===== config.mk =====
export PLATFORM = sky130hd
export DESIGN_NAME = tick_generator
export DESIGN_NICKNAME = d
export VERILOG_FILES = /design/src/rtl/tick_gen_pkg.sv /design/src/rtl/tick_gen_mod_counter.sv /design/src/rtl/tick_generator.sv
export SDC_FILE = /design/constraint.sdc
export NUM_CORES = 1
export LEC_CHECK = 0
export CORE_MARGIN = 8
export CORE_UTILIZATION = 55
export DETAILED_ROUTE_END_ITERATION = 10
export PLACE_DENSITY = 0.72
export SYNTH_ARGS = -nofsm -noshare
export SYNTH_HDL_FRONTEND = slang
export SYNTH_SLANG_ARGS = --single-unit

===== constraint.sdc =====
create_clock -name clk -period 2.1 [get_ports clk]
set_clock_uncertainty 0.05 [all_clocks]
set_input_delay 0.21 -clock clk [delete_from_list [all_inputs] [get_ports clk]]
set_output_delay 0.21 -clock clk [all_outputs]
set_load 0.01 [all_outputs]

===== src/rtl/tick_gen_pkg.sv =====
// Shared constants and helpers for the tick generator.
//   SYS_CLK_HZ / FAST_HZ / SLOW_HZ : default board and time-base frequencies
//   div_width(n)                   : counter width for a modulo-n counter
package tick_gen_pkg;

  localparam int SYS_CLK_HZ = 50_000_000;
  localparam int FAST_HZ    = 100;
  localparam int SLOW_HZ    = 1;

  // $clog2(n) with a floor of 1 so a modulo-1 or modulo-2 counter still has
  // a real register bit.
  function automatic int div_width(input int n);
    return (n <= 2) ? 1 : $clog2(n);
  endfunction

endpackage


===== src/rtl/tick_gen_mod_counter.sv =====
// Modulo-N counter stage with registered wrap strobe and half-period flag.
//   clk  : clock, all state on rising edge
//   rst  : asynchronous active-high reset
//   clr  : synchronous restart to count 0 (beats en)
//   en   : advance enable; low holds cnt and half, forces wrap low
//   cnt  : current count, 0..N-1
//   half : registered, high while cnt is in N/2..N-1
//   wrap : registered one-cycle strobe, high in the cycle after cnt N-1 -> 0
module mod_counter
  import tick_gen_pkg::*;
#(
  parameter int N = 10
) (
  input  logic                      clk,
  input  logic                      rst,
  input  logic                      clr,
  input  logic                      en,
  output logic [div_width(N)-1:0]   cnt,
  output logic                      half,
  output logic                      wrap
);

  localparam int W = div_width(N);
  localparam logic [W-1:0] LAST    = W'(N - 1);
  localparam logic [W-1:0] HALF_M1 = W'(N / 2 - 1);

  logic [W-1:0] cnt_q, cnt_d;
  logic         half_q, half_d;
  logic         wrap_q, wrap_d;

  always_comb begin
    cnt_d  = cnt_q;
    half_d = half_q;
    wrap_d = 1'b0;
    if (clr) begin
      cnt_d  = '0;
      half_d = 1'b0;
    end else if (en) begin
      if (cnt_q == LAST) begin
        cnt_d  = '0;
        half_d = 1'b0;
        wrap_d = 1'b1;
      end else begin
        cnt_d = cnt_q + 1'b1;
        // Second half of the period starts on the N/2-1 -> N/2 step.
        if (cnt_q == HALF_M1) half_d = 1'b1;
      end
    end
  end

  always_ff @(posedge clk or posedge rst) begin
    if (rst) begin
      cnt_q  <= '0;
      half_q <= 1'b0;
      wrap_q <= 1'b0;
    end else begin
      cnt_q  <= cnt_d;
      half_q <= half_d;
      wrap_q <= wrap_d;
    end
  end

  assign cnt  = cnt_q;
  assign half = half_q;
  assign wrap = wrap_q;

endmodule


===== src/rtl/tick_generator.sv =====
// Fast (FAST_HZ) and slow (SLOW_HZ) time bases derived from the system clock.
//   clk       : system clock
//   rst       : asynchronous active-high reset
//   run       : count enable; low freezes both time bases
//   sync_clr  : synchronous phase restart (beats run)
//   tick_fast : one-cycle strobe every CLK_FREQ_HZ/FAST_HZ cycles
//   tick_slow : one-cycle strobe at SLOW_HZ, coincident with a tick_fast
//   sq_fast   : FAST_HZ square wave, 50% duty
//   sq_slow   : SLOW_HZ square wave, 50% duty
// All outputs come straight from registers inside the counter stages.
module tick_generator #(
  parameter int CLK_FREQ_HZ = tick_gen_pkg::SYS_CLK_HZ,
  parameter int FAST_HZ     = tick_gen_pkg::FAST_HZ,
  parameter int SLOW_HZ     = tick_gen_pkg::SLOW_HZ
) (
  input  logic clk,
  input  logic rst,
  input  logic run,
  input  logic sync_clr,
  output logic tick_fast,
  output logic tick_slow,
  output logic sq_fast,
  output logic sq_slow
);

  import tick_gen_pkg::*;

  localparam int FAST_DIV = CLK_FREQ_HZ / FAST_HZ;
  localparam int RATIO    = FAST_HZ / SLOW_HZ;
  localparam int FW       = div_width(FAST_DIV);
  localparam int SW       = div_width(RATIO);

  if (SLOW_HZ <= 0 || FAST_HZ <= SLOW_HZ ||
      (CLK_FREQ_HZ % (2 * FAST_HZ)) != 0 ||
      (FAST_HZ % SLOW_HZ) != 0 || ((FAST_HZ / SLOW_HZ) % 2) != 0) begin : g_param_check
    $error("tick_generator: CLK_FREQ_HZ must be a multiple of 2*FAST_HZ and FAST_HZ/SLOW_HZ an even integer");
  end

  logic [FW-1:0] pre_cnt;
  logic [SW-1:0] sec_cnt;
  logic          fast_last;

  // The slow stage steps on the same edge the fast stage wraps, so its
  // enable is the fast terminal-count condition rather than the registered
  // tick (which would be one cycle late and break tick coincidence).
  assign fast_last = run && (pre_cnt == FW'(FAST_DIV - 1));

  mod_counter #(.N(FAST_DIV)) u_fast (
    .clk  (clk),
    .rst  (rst),
    .clr  (sync_clr),
    .en   (run),
    .cnt  (pre_cnt),
    .half (sq_fast),
    .wrap (tick_fast)
  );

  mod_counter #(.N(RATIO)) u_slow (
    .clk  (clk),
    .rst  (rst),
    .clr  (sync_clr),
    .en   (fast_last),
    .cnt  (sec_cnt),
    .half (sq_slow),
    .wrap (tick_slow)
  );

  // Counters have no overflow state beyond their terminal value.
  a_pre_range : assert property (@(posedge clk) disable iff (rst)
                                 pre_cnt <= FW'(FAST_DIV - 1));
  a_sec_range : assert property (@(posedge clk) disable iff (rst)
                                 sec_cnt <= SW'(RATIO - 1));

endmodule

; ---- Yosys cells after proc, flatten, opt, wreduce, memory -nomap -nowiden
; Index checks and enable logic that the tools add are counted.
[totals]
regBits = 30
inputBits = 4
output_inout_bits = 4
[classes]
addsub = 2
n_eq_ne = 4
muxes = 20
reduce_logical = 7
[ops]
columns = op, count
row1 = $mux W19, 3
row2 = $mux W7, 3
row3 = $add A19 B1 Y19 const B, 1
row4 = $eq A19 B18 Y1 const B, 1
row5 = $eq A19 B19 Y1 const B, 1
row6 = $mux W1, 14
row7 = $add A7 B1 Y7 const B, 1
row8 = $eq A7 B6 Y1 const B, 1
row9 = $eq A7 B7 Y1 const B, 1
row10 = $reduce_bool A3 Y1, 2
row11 = $reduce_and A2 Y1, 2
row12 = $reduce_bool A2 Y1, 2
row13 = $logic_and A1 B1 Y1, 1

; ---- Depth between registers and ports, before layout
; Gate-level depths: netlist (run 1).
[logic_depth]
ltp_word = 5
ltp_mapped = 6
depth_no_buf = 6

; ---- By module
; A second synthesis (run 1) with hierarchy kept.
[hier_totals]
cells_unflattened = 184
hier_area_um2 = 1720.4
[by_module_without_submodules]
columns = module, instances, cells_each, area_each_um2
row1 = mod_counter at u_fast, 1, 122, 1144.8
row2 = mod_counter at u_slow, 1, 55, 511.7
row3 = tick_generator, 1, 7, 63.8

; ---- Worst setup path after synthesis (run 1)
; Ideal clock, no wire load.
[synth_path]
path_type = reg-to-reg
startpoint = reg u_fast.cnt_q[0], in the netlist u_fast.cnt[0]
endpoint = reg u_slow.cnt_q[5], in the netlist u_slow.cnt[5]
setup_time_ns = 0.121
t_arrival_ns = 1.645
required_time_ns = 1.929
slack_ns = 0.284
path_stages_with_launch = 7
synth_period_minus_slack_ns = 1.816
cell_sequence = dfrtp_1 ha_1 nand3_1 or3_1 o21ai_4 o21ai_1 a22o_1
[synth_via]
elab_chain_cells = 3
[synth_rtl]
columns = element, line
row1 = "start, declared", tick_gen_mod_counter.sv:27  ; logic [W-1:0] cnt_q, cnt_d;
row2 = "start signal, assigned", tick_gen_mod_counter.sv:57  ; cnt_q <= cnt_d;
row3 = $eq A19 B19 Y1, tick_generator.sv:46  ; assign fast_last = run && (pre_cnt == FW'(FAST_DIV - 1));
row4 = $logic_and A1 B1 Y1, tick_generator.sv:46
row5 = $reduce_bool A2 Y1 (no source line), --
row6 = "end signal, assigned", tick_gen_mod_counter.sv:57
row7 = "end, declared", tick_gen_mod_counter.sv:27
; Every way passes these cells.
; A chain may end at the register's enable or synchronous reset.

; ---- Worst setup path in the final report (run 1)
[layout_path]
startpoint = reg u_fast.cnt_q[4], in the netlist u_fast.cnt[4]
endpoint = reg u_slow.cnt_q[4], in the netlist u_slow.cnt[4]
; The elaborated chain is that of the path after synthesis.

==> run_summary.xml, run 1 <==
<?xml version="1.0" encoding="UTF-8"?>
<metrics>
  <group name="logic_synthesis">
    <metric name="number_of_enable_type_register_cells_in_the_synthesized_netlist" unit="">0</metric>
    <metric name="synth_adder_area_share" unit="%">2.315</metric>
    <metric name="ys_top_cells_by_area" unit="">dfrtp_1, nor2_1, xor2_1</metric>
    <metric name="yosys.cell_types.count" unit="">41</metric>
    <metric name="cell_taking_the_most_area_after_synthesis" unit="">dfrtp_1</metric>
    <metric name="synth_commonest_cells" unit="">dfrtp_1, nor2_1, nand2_1</metric>
    <metric name="synth_area_in_compound_gates" unit="%">9.568</metric>
    <metric name="synth-main-ff-cell" unit="">dfrtp_1</metric>
    <metric name="synth.mux.area_fraction" unit="%">0.6173</metric>
    <metric name="synthArstFlopShare" unit="%">100.0</metric>
    <metric name="ff_latch_count_synth" unit="">30</metric>
    <metric name="synth_xor_area_share" unit="%">7.562</metric>
    <metric name="mappedNetlistArea" unit="sq um">1622</metric>
    <metric name="synth_simple_gate_area_share" unit="%">30.71</metric>
    <metric name="syn_avg_cell_area" unit="sq um">9.373</metric>
    <metric name="synthesis.yosys.warnings" unit="">0</metric>
    <metric name="number_of_nets_produced_by_synthesis" unit="">180</metric>
    <metric name="postSynthCellCount" unit="">173</metric>
    <metric name="main_combinational_cell_family_by_area_after_synthesis" unit="">simple AND/OR/NAND/NOR gates</metric>
    <metric name="synth.top_cell.area_share" unit="%">46.30</metric>
    <metric name="synth-seq-area-share" unit="%">46.30</metric>
    <metric name="yosysMostFrequentCell" unit="">dfrtp_1</metric>
  </group>
  <group name="pwr">
    <metric name="clkPwrFrac" unit="%">36.8</metric>
    <metric name="power-per-cell-area" unit="nW/um^2">544.7</metric>
    <metric name="static-leakage-power" unit="nW">0.7718</metric>
    <metric name="internal_power" unit="mW">0.7617</metric>
    <metric name="net-switching-power" unit="mW">0.2469</metric>
    <metric name="share_comb_of_total_power" unit="%">5.3</metric>
    <metric name="peak_supply_drop" unit="mV">0.4631</metric>
    <metric name="total_power" unit="mW">1.009</metric>
    <metric name="seq_power_share" unit="%">57.9</metric>
    <metric name="switching_share" unit="%">24.48</metric>
  </group>
  <group name="placed_design">
    <metric name="place_area" unit="sq um">1792</metric>
    <metric name="post_placement_worst_setup_slack" unit="ns">0.2124</metric>
    <metric name="finalWeightedCongestion" unit="">0.8785</metric>
    <metric name="portBuffers" unit="">7</metric>
    <metric name="post-dp-hpwl" unit="mm">2.594</metric>
  </group>
  <group name="worst_setup_path">
    <metric name="worst-path-max-fanout" unit="">7</metric>
    <metric name="setup.worst_path.start_class" unit="">flip-flop</metric>
    <metric name="critical_path_required" unit="ns">2.33</metric>
    <metric name="arrival" unit="ns">2.14</metric>
    <metric name="worst_path_slowest_cell" unit="">dfrtp_1</metric>
    <metric name="crit_path_cell_trace" unit="">and4bb_1, and4b_4, nand3_4, or4_1, a21oi_1</metric>
    <metric name="end_kind" unit="">flip-flop</metric>
    <metric name="crit_path_max_incr_delay" unit="ns">0.50</metric>
    <metric name="criticalPathCategory" unit="">flip-flop to flip-flop</metric>
  </group>
  <group name="global_route">
    <metric name="global_route_wire_length_before_repair" unit="mm">6.285</metric>
    <metric name="grt_antenna_before_repair" unit="">0</metric>
    <metric name="gr-usage-all-layers" unit="%">15.72</metric>
    <metric name="grt_max_degree" unit="">31</metric>
    <metric name="grt_pass1_vias" unit="">1351</metric>
    <metric name="grt-ovfl-total" unit="">0</metric>
  </group>
  <group name="drt">
    <metric name="ant_nets" unit="">0</metric>
    <metric name="dr_total_vias" unit="">1360</metric>
    <metric name="met3_wirelength" unit="microns">160</metric>
    <metric name="routed_wirelength" unit="mm">3.580</metric>
    <metric name="drt_first_iter_violations" unit="">106</metric>
    <metric name="route.detailed.drc" unit="">0</metric>
    <metric name="drt-pass1-iter-count" unit="">4</metric>
    <metric name="wire_per_inst" unit="microns">15.84</metric>
    <metric name="route.met2.wl" unit="mm">1.674</metric>
    <metric name="top_layer" unit="">met4</metric>
    <metric name="vias_per_cell" unit="">6.018</metric>
    <metric name="detail_route.wirelength.met1" unit="mm">1.637</metric>
  </group>
  <group name="finish">
    <metric name="nets" unit="">201</metric>
    <metric name="n_antenna_cell" unit="">0</metric>
    <metric name="drive_gt1_share" unit="%">12.82</metric>
    <metric name="area_growth" unit="%">14.20</metric>
    <metric name="final_area" unit="sq um">1852</metric>
  </group>
  <group name="sta">
    <metric name="post-route-worst-setup-slack" unit="ns">0.1840</metric>
    <metric name="fmax" unit="GHz">0.5219</metric>
    <metric name="grt_setup_unrepaired" unit="">false</metric>
    <metric name="finalSetupTns" unit="ns">0</metric>
    <metric name="final_max_slew_viol_count" unit="">0</metric>
    <metric name="finalHoldWorstSlack" unit="ns">0.1780</metric>
    <metric name="worst_slew_pin_slew" unit="ns">0.3750</metric>
    <metric name="slew_headroom" unit="%">74.77</metric>
    <metric name="period_needed" unit="ns">1.916</metric>
    <metric name="share_of_the_clock_period_used_by_the_worst_path" unit="%">91.24</metric>
    <metric name="setup_viol" unit="">0</metric>
    <metric name="hold_viol_final" unit="">0</metric>
  </group>
  <group name="die">
    <metric name="initial_utilization" unit="%">58.30</metric>
    <metric name="die-height" unit="microns">70.30</metric>
    <metric name="overall_die_width" unit="microns">70.30</metric>
    <metric name="design.die.area" unit="sq um">4942</metric>
    <metric name="floorplan.core_area" unit="sq um">2781</metric>
    <metric name="row_count" unit="">19</metric>
    <metric name="ios" unit="">8</metric>
  </group>
  <group name="cts">
    <metric name="clkLatencyLatePin" unit="ns">0.35</metric>
    <metric name="cts_root_buffer" unit="">clkbuf_4</metric>
    <metric name="hold_buf_cts" unit="">0</metric>
    <metric name="maximum_count_of_clock_buffers_along_a_single_path" unit="">2</metric>
    <metric name="cts-buffers-inserted" unit="">5</metric>
    <metric name="cts_resized" unit="">0</metric>
    <metric name="postCtsSetupBuffers" unit="">0</metric>
    <metric name="cts_max_level" unit="">2</metric>
    <metric name="clock-sinks" unit="">30</metric>
    <metric name="clock_pin_slew_worst_setup_and_hold_paths" unit="ns">0.10</metric>
    <metric name="clock_tree_from_tritoncts" unit="">done</metric>
  </group>
  <group name="status">
    <metric name="run_status" unit="">completed</metric>
  </group>
  <group name="min_path">
    <metric name="timing.hold.worst.class" unit="">input port to async pin</metric>
  </group>
  <group name="job">
    <metric name="drv_cap" unit="">0</metric>
  </group>
</metrics>
==> final cells by class <==
class / instances / area, sq um
timing repair buffer: 18 / 152.6
clock buffer: 7 / 55.05
multi-input combinational: 132 / 823.3
fill: 223 / 929.6
clock inverter: 1 / 5.005
tap: 31 / 38.79
inverter: 7 / 26.28
sequential: 30 / 750.7
==> path summary, 6_finish.rpt <==
check | startpoint | to | slack (ns) | cells after the start
setup / recovery | u_fast.cnt[4]$_DFFE_PP0P_ | u_slow.cnt[4]$_DFFE_PP0P_ | 0.18 | 5
hold / removal | rst | u_slow.cnt[3]$_DFFE_PP0P_ | 0.18 | 3
setup reg to reg | u_fast.cnt[4]$_DFFE_PP0P_ | u_slow.cnt[4]$_DFFE_PP0P_ | 0.18 | 5
hold reg to reg | u_slow.half$_DFFE_PP0P_ | u_slow.half$_DFFE_PP0P_ | 0.48 | 2
max in group asynchronous | rst | u_fast.cnt[2]$_DFFE_PP0P_ | 1.55 | 3
min in group clk | u_slow.half$_DFFE_PP0P_ | u_slow.half$_DFFE_PP0P_ | 0.48 | 2
==> through the flow <==
step,std cells,util [%]
floorplan,173,-
detailed placement,218,64.42
finish,226,66.58
global placement,218,64.42
global route,226,66.58
CTS,226,66.58
==> layout by cell type, fill, tap and decap left out, types with 3 or more instances in the layout <==
cell type,count
dfrtp_1,30
nor2_1,27
nand2_1,14
nand3_1,11
xor2_1,11
buf_4,11
nand4_1,9
a21oi_1,7
clkdlybuf4s50_1,7
inv_1,6
nor3_1,6
clkbuf_4,5
and3_1,4
or4_1,3
o21ai_0,3
xnor2_1,3
ha_1,3
==> worst max-delay path: cells and delay by family (launching register included) <==
kind	cells	cell delay (ns)
AO/OA/AOI/OAI	1	0.16
AND/OR/NAND/NOR	4	1.15
flip-flops	1	0.50
==> cell families (layout without fill, tap and decap cells) <==
logic type / Yosys count / after routing
and+or+nand+nor: 91 / 91
DFF: 30 / 30
AOI/OAI and AO/OA: 23 / 23
xor gates and xnor gates: 14 / 14
buffers and inverters: 11 / 33
adders and majority gates: 3 / 3
muxes: 1 / 1
==> per-layer routing <==
| layer | track usage [%] | vias up |
|---|---|---|
| met2 | 25.05 | 44 |
| li1 | - | 665 |
| met3 | 3.672 | 9 |
| met1 | 18.71 | 642 |
| met5 | 0 | - |
| met4 | 9.375 | 0 |
==> power by group through the flow <==
stage / Sequential (mW) / Combinational (mW) / Clock (mW)
2_1_floorplan: 0.594 / 0.0311 / 0
3_3_place_gp: 0.594 / 0.0535 / 0
3_5_place_dp: 0.595 / 0.0546 / 0
4_1_cts: 0.583 / 0.0549 / 0.383
5_1_grt: 0.584 / 0.0619 / 0.402
6_report: 0.584 / 0.0537 / 0.371
==> state kept, by name, summed over array words and instances, names as in the netlist <==
| register | flops |
|---|---|
| u_fast.cnt | 19 |
| u_fast.half | 1 |
| u_slow.half | 1 |
| u_slow.cnt | 7 |
| u_slow.wrap | 1 |
| u_fast.wrap | 1 |
Power figures use the tool's default switching activity.
==> run 2, diff against run 1 <==
--- a/config.mk
+++ b/config.mk
@@ -9,6 +9,7 @@
 export CORE_UTILIZATION = 55
 export DETAILED_ROUTE_END_ITERATION = 10
 export PLACE_DENSITY = 0.72
+export SKIP_CTS_REPAIR_TIMING = 1
 export SYNTH_ARGS = -nofsm -noshare
 export SYNTH_HDL_FRONTEND = slang
 export SYNTH_SLANG_ARGS = --single-unit
==> constraint.sdc (replaced) <==
create_clock -name clk -period 2.1 [get_ports clk]
set_clock_uncertainty 0.05 [all_clocks]
set_input_delay 0.42 -clock clk [delete_from_list [all_inputs] [get_ports clk]]
set_output_delay 0.42 -clock clk [all_outputs]
set_load 0.01 [all_outputs]
==> run_summary.xml, run 2 (same netlist as run 1, synthesis figures left out) <==
<?xml version="1.0" encoding="UTF-8"?>
<metrics>
  <group name="global_route">
    <metric name="grt-ovfl-total" unit="">0</metric>
    <metric name="gr-usage-all-layers" unit="%">14.67</metric>
    <metric name="grt_max_degree" unit="">31</metric>
    <metric name="global_route_wire_length_before_repair" unit="mm">6.030</metric>
    <metric name="grt_antenna_before_repair" unit="">0</metric>
    <metric name="grt_pass1_vias" unit="">1344</metric>
  </group>
  <group name="finish">
    <metric name="post_layout_nonfiller_instances" unit="">227</metric>
    <metric name="max_reg_flops" unit="">19</metric>
    <metric name="drive_gt1_share" unit="%">13.27</metric>
    <metric name="layout_common_cells" unit="">dfrtp_1, nor2_1, nand2_1, buf_4</metric>
    <metric name="commonest_non_fill_non_tap_cell_in_the_layout" unit="">dfrtp_1</metric>
    <metric name="multi_input_area" unit="sq um">823.3</metric>
    <metric name="area_growth" unit="%">14.66</metric>
    <metric name="n_antenna_cell" unit="">0</metric>
    <metric name="num-fill-cells" unit="">237</metric>
    <metric name="area.sequential" unit="sq um">750.7</metric>
    <metric name="nets" unit="">202</metric>
  </group>
  <group name="worst_setup_path">
    <metric name="worst-r2r-cell-count" unit="">6</metric>
    <metric name="regToRegEndpoint" unit="">u_slow.cnt[3]$_DFFE_PP0P_</metric>
    <metric name="arrival" unit="ns">2.12</metric>
    <metric name="r2r_slack" unit="ns">0.17</metric>
    <metric name="setup.worst_path.start_class" unit="">flip-flop</metric>
    <metric name="end_kind" unit="">flip-flop</metric>
    <metric name="critical_path_required" unit="ns">2.29</metric>
    <metric name="worst-path-max-fanout" unit="">6</metric>
    <metric name="timing.rr.start" unit="">u_fast.cnt[0]$_DFFE_PP0P_</metric>
    <metric name="criticalPathCategory" unit="">flip-flop to flip-flop</metric>
  </group>
  <group name="min_path">
    <metric name="timing.hold.worst.class" unit="">input port to async pin</metric>
  </group>
  <group name="die">
    <metric name="floorplan.core_area" unit="sq um">2781</metric>
    <metric name="die-height" unit="microns">70.30</metric>
    <metric name="overall_die_width" unit="microns">70.30</metric>
    <metric name="design.die.area" unit="sq um">4942</metric>
    <metric name="initial_utilization" unit="%">58.30</metric>
    <metric name="row_count" unit="">19</metric>
    <metric name="ios" unit="">8</metric>
  </group>
  <group name="cts">
    <metric name="clock_tree_from_tritoncts" unit="">done</metric>
    <metric name="clock_pin_slew_worst_setup_and_hold_paths" unit="ns">0.10</metric>
    <metric name="cts-buffers-inserted" unit="">5</metric>
    <metric name="cts_max_level" unit="">2</metric>
    <metric name="clock-sinks" unit="">30</metric>
    <metric name="maximum_count_of_clock_buffers_along_a_single_path" unit="">2</metric>
    <metric name="cts_root_buffer" unit="">clkbuf_4</metric>
    <metric name="clkLatencyLatePin" unit="ns">0.33</metric>
  </group>
  <group name="pwr">
    <metric name="internal_power" unit="mW">0.7641</metric>
    <metric name="clkPwrFrac" unit="%">36.1</metric>
    <metric name="net-switching-power" unit="mW">0.2386</metric>
    <metric name="static-leakage-power" unit="nW">0.7759</metric>
    <metric name="seq_power_share" unit="%">58.2</metric>
    <metric name="share_comb_of_total_power" unit="%">5.7</metric>
    <metric name="power-per-cell-area" unit="nW/um^2">539.3</metric>
    <metric name="peak_supply_drop" unit="mV">0.4604</metric>
    <metric name="switching_share" unit="%">23.80</metric>
  </group>
  <group name="drt">
    <metric name="route.detailed.drc" unit="">0</metric>
    <metric name="drt-pass1-iter-count" unit="">4</metric>
    <metric name="routed_wirelength" unit="mm">3.462</metric>
    <metric name="vias_per_cell" unit="">6.026</metric>
    <metric name="dr_total_vias" unit="">1368</metric>
    <metric name="ant_nets" unit="">0</metric>
    <metric name="wire_per_inst" unit="microns">15.25</metric>
    <metric name="drt_first_iter_violations" unit="">176</metric>
  </group>
  <group name="sta">
    <metric name="hold_viol_final" unit="">0</metric>
    <metric name="setup_viol" unit="">0</metric>
    <metric name="grt_setup_unrepaired" unit="">false</metric>
    <metric name="period_needed" unit="ns">1.929</metric>
    <metric name="slew_headroom" unit="%">68.52</metric>
    <metric name="final_max_slew_viol_count" unit="">0</metric>
    <metric name="worst_slew_pin_slew" unit="ns">0.4704</metric>
    <metric name="finalSetupTns" unit="ns">0</metric>
    <metric name="share_of_the_clock_period_used_by_the_worst_path" unit="%">91.83</metric>
    <metric name="fmax" unit="GHz">0.5185</metric>
  </group>
  <group name="placed_design">
    <metric name="portBuffers" unit="">7</metric>
    <metric name="post-dp-hpwl" unit="mm">2.454</metric>
    <metric name="numPlacedInstances" unit="">219</metric>
    <metric name="finalWeightedCongestion" unit="">0.8898</metric>
  </group>
  <group name="job">
    <metric name="drv_cap" unit="">0</metric>
  </group>
  <group name="status">
    <metric name="run_status" unit="">completed</metric>
  </group>
</metrics>
==> run 2: changes by cell type in the layout (fill, tap and decap cells not counted) <==
cell and delta:
buf_4 +1
==> run 2: through the flow <==
| stage | power [mW] | cell area, sq um | utilization, % | worst slack (ns) | hold WS (ns) |
|---|---|---|---|---|---|
| 2_1_floorplan | 0.6253 | 1622 | - | 0.2842 | 0.4525 |
| 3_3_place_gp | 0.6523 | 1799 | 64.69 | 0.006762 | 0.4661 |
| 3_5_place_dp | 0.6531 | 1799 | 64.69 | -0.006942 | 0.4759 |
| 4_1_cts | 1.017 | 1859 | 66.85 | 0.1707 | 0.4160 |
| 5_1_grt | 1.050 | 1859 | 66.85 | 0.04570 | 0.4453 |
| 6_report | 1.003 | 1859 | 66.85 | 0.1715 | 0.4094 |
==> run 2: how the worst max path moves through the flow <==
stage | from | endpoint | slack, ns | cells after the start
floorplan | u_fast.cnt[0]$_DFFE_PP0P_ | u_slow.cnt[5]$_DFFE_PP0P_ | 0.28 | 6
global placement | run | u_slow.cnt[5]$_DFFE_PP0P_ | 0.007 | 6
detailed placement | run | u_slow.cnt[3]$_DFFE_PP0P_ | -0.007 | 6
CTS | u_fast.cnt[0]$_DFFE_PP0P_ | u_slow.cnt[4]$_DFFE_PP0P_ | 0.17 | 6
global route | u_fast.cnt[0]$_DFFE_PP0P_ | u_slow.cnt[4]$_DFFE_PP0P_ | 0.05 | 6
finish | u_fast.cnt[0]$_DFFE_PP0P_ | u_slow.cnt[3]$_DFFE_PP0P_ | 0.17 | 6
==> run 2: final cells by class <==
type                            instances  share of cell area (%)
Inverter                                7                   1.413
Timing Repair Buffer                   19                   8.614
Tap cell                               31                   2.086
Sequential cell                        30                   40.38
Clock buffer                            7                   2.961
Multi-Input combinational cell        132                   44.28
Clock inverter                          1                  0.2692
==> run 2: power groups by stage <==
| stage | clock network [mW] | logic [mW] | registers, mW |
|---|---|---|---|
| detailed placement | 0 | 0.0578 | 0.595 |
| global route | 0.401 | 0.0644 | 0.584 |
| finish | 0.362 | 0.0572 | 0.584 |
| CTS | 0.376 | 0.0578 | 0.584 |
| global placement | 0 | 0.0572 | 0.595 |
| floorplan | 0 | 0.0311 | 0.594 |
==> run 2: worst max-delay path, stage by stage (launching register included) <==
cell and delay, ns:
dfrtp_1 0.43, ha_1 0.21, nand3_1 0.16, or3_1 0.46
nor2_1 0.16, nand3_1 0.13, o31ai_1 0.25
==> run 2: layer usage <==
| layer | vias up | global-route usage (%) | part of all wire, % |
|---|---|---|---|
| met4 | 0 | 6.920 | 1.9 |
| li1 | 669 | - | - |
| met1 | 654 | 18.37 | 47 |
| met2 | 39 | 22.94 | 47 |
| met5 | - | 0 | 0 |
| met3 | 6 | 3.672 | 4.0 |
==> run 3, diff against run 2 <==
--- a/config.mk
+++ b/config.mk
@@ -6,10 +6,11 @@
 export NUM_CORES = 1
 export LEC_CHECK = 0
 export CORE_MARGIN = 8
-export CORE_UTILIZATION = 55
+export CORE_UTILIZATION = 53
 export DETAILED_ROUTE_END_ITERATION = 10
 export PLACE_DENSITY = 0.72
 export SKIP_CTS_REPAIR_TIMING = 1
 export SYNTH_ARGS = -nofsm -noshare
 export SYNTH_HDL_FRONTEND = slang
+export SYNTH_HIERARCHICAL = 1
 export SYNTH_SLANG_ARGS = --single-unit
==> constraint.sdc (replaced) <==
create_clock -name clk -period 1.55 [get_ports clk]
set_clock_uncertainty 0.05 [all_clocks]
set_input_delay 0.31 -clock clk [delete_from_list [all_inputs] [get_ports clk]]
set_output_delay 0.31 -clock clk [all_outputs]
set_load 0.01 [all_outputs]
==> run_summary.xml, run 3 <==
<?xml version="1.0" encoding="UTF-8"?>
<metrics>
  <group name="status">
    <metric name="run_status" unit="">complete, but fails checks</metric>
    <metric name="violations" unit="">negative setup slack</metric>
  </group>
  <group name="logic_synthesis">
    <metric name="synthArstFlopShare" unit="%">100.0</metric>
    <metric name="synth_area_in_compound_gates" unit="%">12.36</metric>
    <metric name="main_combinational_cell_family_by_area_after_synthesis" unit="">simple AND/OR/NAND/NOR gates</metric>
    <metric name="synth-seq-area-share" unit="%">43.64</metric>
    <metric name="number_of_enable_type_register_cells_in_the_synthesized_netlist" unit="">0</metric>
    <metric name="synth_xor_area_share" unit="%">7.636</metric>
    <metric name="syn_avg_cell_area" unit="sq um">9.350</metric>
    <metric name="yosysMostFrequentCell" unit="">dfrtp_1</metric>
    <metric name="synth_commonest_cells" unit="">dfrtp_1, nor2_1, nand2_1</metric>
    <metric name="number_of_nets_produced_by_synthesis" unit="">191</metric>
    <metric name="synth_adder_area_share" unit="%">2.182</metric>
    <metric name="synthesis.yosys.warnings" unit="">6</metric>
    <metric name="ys_top_cells_by_area" unit="">dfrtp_1, nor2_1, xnor2_1</metric>
    <metric name="synth.top_cell.area_share" unit="%">43.64</metric>
    <metric name="postSynthCellCount" unit="">184</metric>
    <metric name="cell_taking_the_most_area_after_synthesis" unit="">dfrtp_1</metric>
    <metric name="mappedNetlistArea" unit="sq um">1720</metric>
    <metric name="yosys.cell_types.count" unit="">47</metric>
    <metric name="synth.mux.area_fraction" unit="%">0</metric>
    <metric name="ff_latch_count_synth" unit="">30</metric>
    <metric name="synth-main-ff-cell" unit="">dfrtp_1</metric>
    <metric name="synth_simple_gate_area_share" unit="%">30.76</metric>
  </group>
  <group name="drt">
    <metric name="wire_per_inst" unit="microns">17.59</metric>
    <metric name="vias_per_cell" unit="">6.010</metric>
    <metric name="ant_nets" unit="">0</metric>
    <metric name="drt_first_iter_violations" unit="">202</metric>
    <metric name="route.detailed.drc" unit="">0</metric>
    <metric name="routed_wirelength" unit="mm">5.155</metric>
    <metric name="dr_total_vias" unit="">1761</metric>
    <metric name="drt-pass1-iter-count" unit="">4</metric>
  </group>
  <group name="sta">
    <metric name="grt_setup_unrepaired" unit="">true</metric>
    <metric name="share_of_the_clock_period_used_by_the_worst_path" unit="%">135.3</metric>
    <metric name="worst_slew_pin_slew" unit="ns">0.3620</metric>
    <metric name="slew_headroom" unit="%">75.53</metric>
    <metric name="finalHoldWorstSlack" unit="ns">0.1938</metric>
    <metric name="fmax" unit="GHz">0.4767</metric>
    <metric name="final_max_slew_viol_count" unit="">0</metric>
    <metric name="finalSetupTns" unit="ns">-7.553</metric>
    <metric name="period_needed" unit="ns">2.098</metric>
    <metric name="setup_viol" unit="">28</metric>
    <metric name="hold_viol_final" unit="">0</metric>
    <metric name="post-route-worst-setup-slack" unit="ns">-0.5479</metric>
  </group>
  <group name="job">
    <metric name="drv_cap" unit="">0</metric>
  </group>
  <group name="cts">
    <metric name="cts_root_buffer" unit="">clkbuf_4</metric>
    <metric name="cts_max_level" unit="">2</metric>
    <metric name="clkLatencyLatePin" unit="ns">0.34</metric>
    <metric name="maximum_count_of_clock_buffers_along_a_single_path" unit="">2</metric>
    <metric name="cts-buffers-inserted" unit="">5</metric>
    <metric name="clock_pin_slew_worst_setup_and_hold_paths" unit="ns">0.11</metric>
    <metric name="clock_tree_from_tritoncts" unit="">done</metric>
    <metric name="clock-sinks" unit="">30</metric>
  </group>
  <group name="global_route">
    <metric name="global_route_wire_length_before_repair" unit="mm">7.776</metric>
    <metric name="grt_pass1_vias" unit="">1722</metric>
    <metric name="gr-usage-all-layers" unit="%">18.76</metric>
    <metric name="grt_antenna_before_repair" unit="">0</metric>
    <metric name="grt_max_degree" unit="">22</metric>
    <metric name="grt-ovfl-total" unit="">0</metric>
  </group>
  <group name="pwr">
    <metric name="peak_supply_drop" unit="mV">0.5193</metric>
    <metric name="power-per-cell-area" unit="nW/um^2">572.3</metric>
    <metric name="total_power" unit="mW">1.401</metric>
    <metric name="static-leakage-power" unit="nW">1.064</metric>
  </group>
  <group name="die">
    <metric name="row_count" unit="">20</metric>
    <metric name="overall_die_width" unit="microns">72.98</metric>
    <metric name="floorplan.core_area" unit="sq um">3078</metric>
    <metric name="die-height" unit="microns">72.98</metric>
    <metric name="ios" unit="">8</metric>
    <metric name="initial_utilization" unit="%">55.89</metric>
    <metric name="design.die.area" unit="sq um">5325</metric>
  </group>
  <group name="worst_setup_path">
    <metric name="worst_path_dominant_cell_family" unit="">simple AND/OR/NAND/NOR gates</metric>
    <metric name="crit_path_cell_trace" unit="">or4b_1, or4b_1, or3_4, a21oi_2</metric>
    <metric name="criticalPathCategory" unit="">flip-flop to flip-flop</metric>
    <metric name="setup.worst_path.start_class" unit="">flip-flop</metric>
    <metric name="crit_buf_inv" unit="">0</metric>
    <metric name="arrival" unit="ns">2.32</metric>
    <metric name="critical_path_required" unit="ns">1.77</metric>
    <metric name="worst-path-max-fanout" unit="">7</metric>
    <metric name="r2r_slack" unit="ns">-0.55</metric>
    <metric name="worst_path_slowest_cell" unit="">or4b_1</metric>
    <metric name="crit_top_cell" unit="">or4b_1</metric>
    <metric name="crit_path_max_incr_delay" unit="ns">0.55</metric>
    <metric name="end_kind" unit="">flip-flop</metric>
  </group>
  <group name="finish">
    <metric name="n_antenna_cell" unit="">0</metric>
    <metric name="max_reg_flops" unit="">19</metric>
    <metric name="final_area" unit="sq um">2449</metric>
    <metric name="finish.utilization" unit="%">79.55</metric>
    <metric name="post_layout_nonfiller_instances" unit="">293</metric>
    <metric name="area.sequential" unit="sq um">753.2</metric>
    <metric name="drive_gt1_share" unit="%">34.94</metric>
    <metric name="num-fill-cells" unit="">214</metric>
    <metric name="nets" unit="">255</metric>
    <metric name="area_growth" unit="%">42.33</metric>
    <metric name="layout_common_cells" unit="">buf_4, dfrtp_1, nor2_1, nand2_1, nand4_1</metric>
    <metric name="commonest_non_fill_non_tap_cell_in_the_layout" unit="">buf_4</metric>
    <metric name="multi_input_area" unit="sq um">1013</metric>
  </group>
  <group name="placed_design">
    <metric name="post_placement_worst_setup_slack" unit="ns">-0.7754</metric>
    <metric name="portBuffers" unit="">7</metric>
    <metric name="finalWeightedCongestion" unit="">0.9435</metric>
    <metric name="place_area" unit="sq um">2253</metric>
    <metric name="post-dp-hpwl" unit="mm">3.504</metric>
    <metric name="numPlacedInstances" unit="">283</metric>
  </group>
  <group name="min_path">
    <metric name="timing.hold.worst.class" unit="">input port to async pin</metric>
  </group>
</metrics>
-- run 3: power by group --
group	internal, mW	leakage, nW	switching [mW]
Combinational	0.0407	0.615	0.0585
Clock	0.220	0.0353	0.286
Sequential	0.788	0.414	0.00802
-- run 3: final timing paths --
path,from,end,depth (start not counted)
hold reg to reg,u_fast/half$_DFFE_PP0P_,u_fast/half$_DFFE_PP0P_,2
hold / removal,rst,u_slow/half$_DFFE_PP0P_,2
max in group asynchronous,rst,u_fast/cnt[4]$_DFFE_PP0P_,3
setup / recovery,u_fast/cnt[4]$_DFFE_PP0P_,u_fast/half$_DFFE_PP0P_,4
min in group clk,sync_clr,u_fast/cnt[11]$_DFFE_PP0P_,3
setup reg to reg,u_fast/cnt[4]$_DFFE_PP0P_,u_fast/half$_DFFE_PP0P_,4
-- run 3: area by class of cell --
class,instances,share of cell area (%)
inverters,8,1.226
repair buffers,63,21.92
clock buffers,7,2.248
multi-input cells,140,41.39
clock inverters,1,0.2044
flip-flops and latches,30,30.76
well taps,44,2.248
-- run 3: cell families after synthesis --
family / Yosys count
simple gates: 94
buf+inv: 14
flops: 30
compound gates: 28
fa+ha+maj: 3
xor+xnor: 15
-- run 3: layer usage --
metal | share of wire, % | vias to the layer above | routed length, microns | GRT usage (%)
li1 | - | 799 | - | -
met1 | 39 | 843 | 1998 | 21.46
met2 | 50 | 97 | 2574 | 31.71
met3 | 8.8 | 22 | 452 | 5.769
met4 | 2.5 | 0 | 130 | 7.333
met5 | 0 | - | 0 | 0
-- run 3: worst reg2reg max path, cell delays in order (launching register included) --
cell and delay [ns]:
dfrtp_2 0.46, or4b_1 0.55, or4b_1 0.50, or3_4 0.36, a21oi_2 0.11
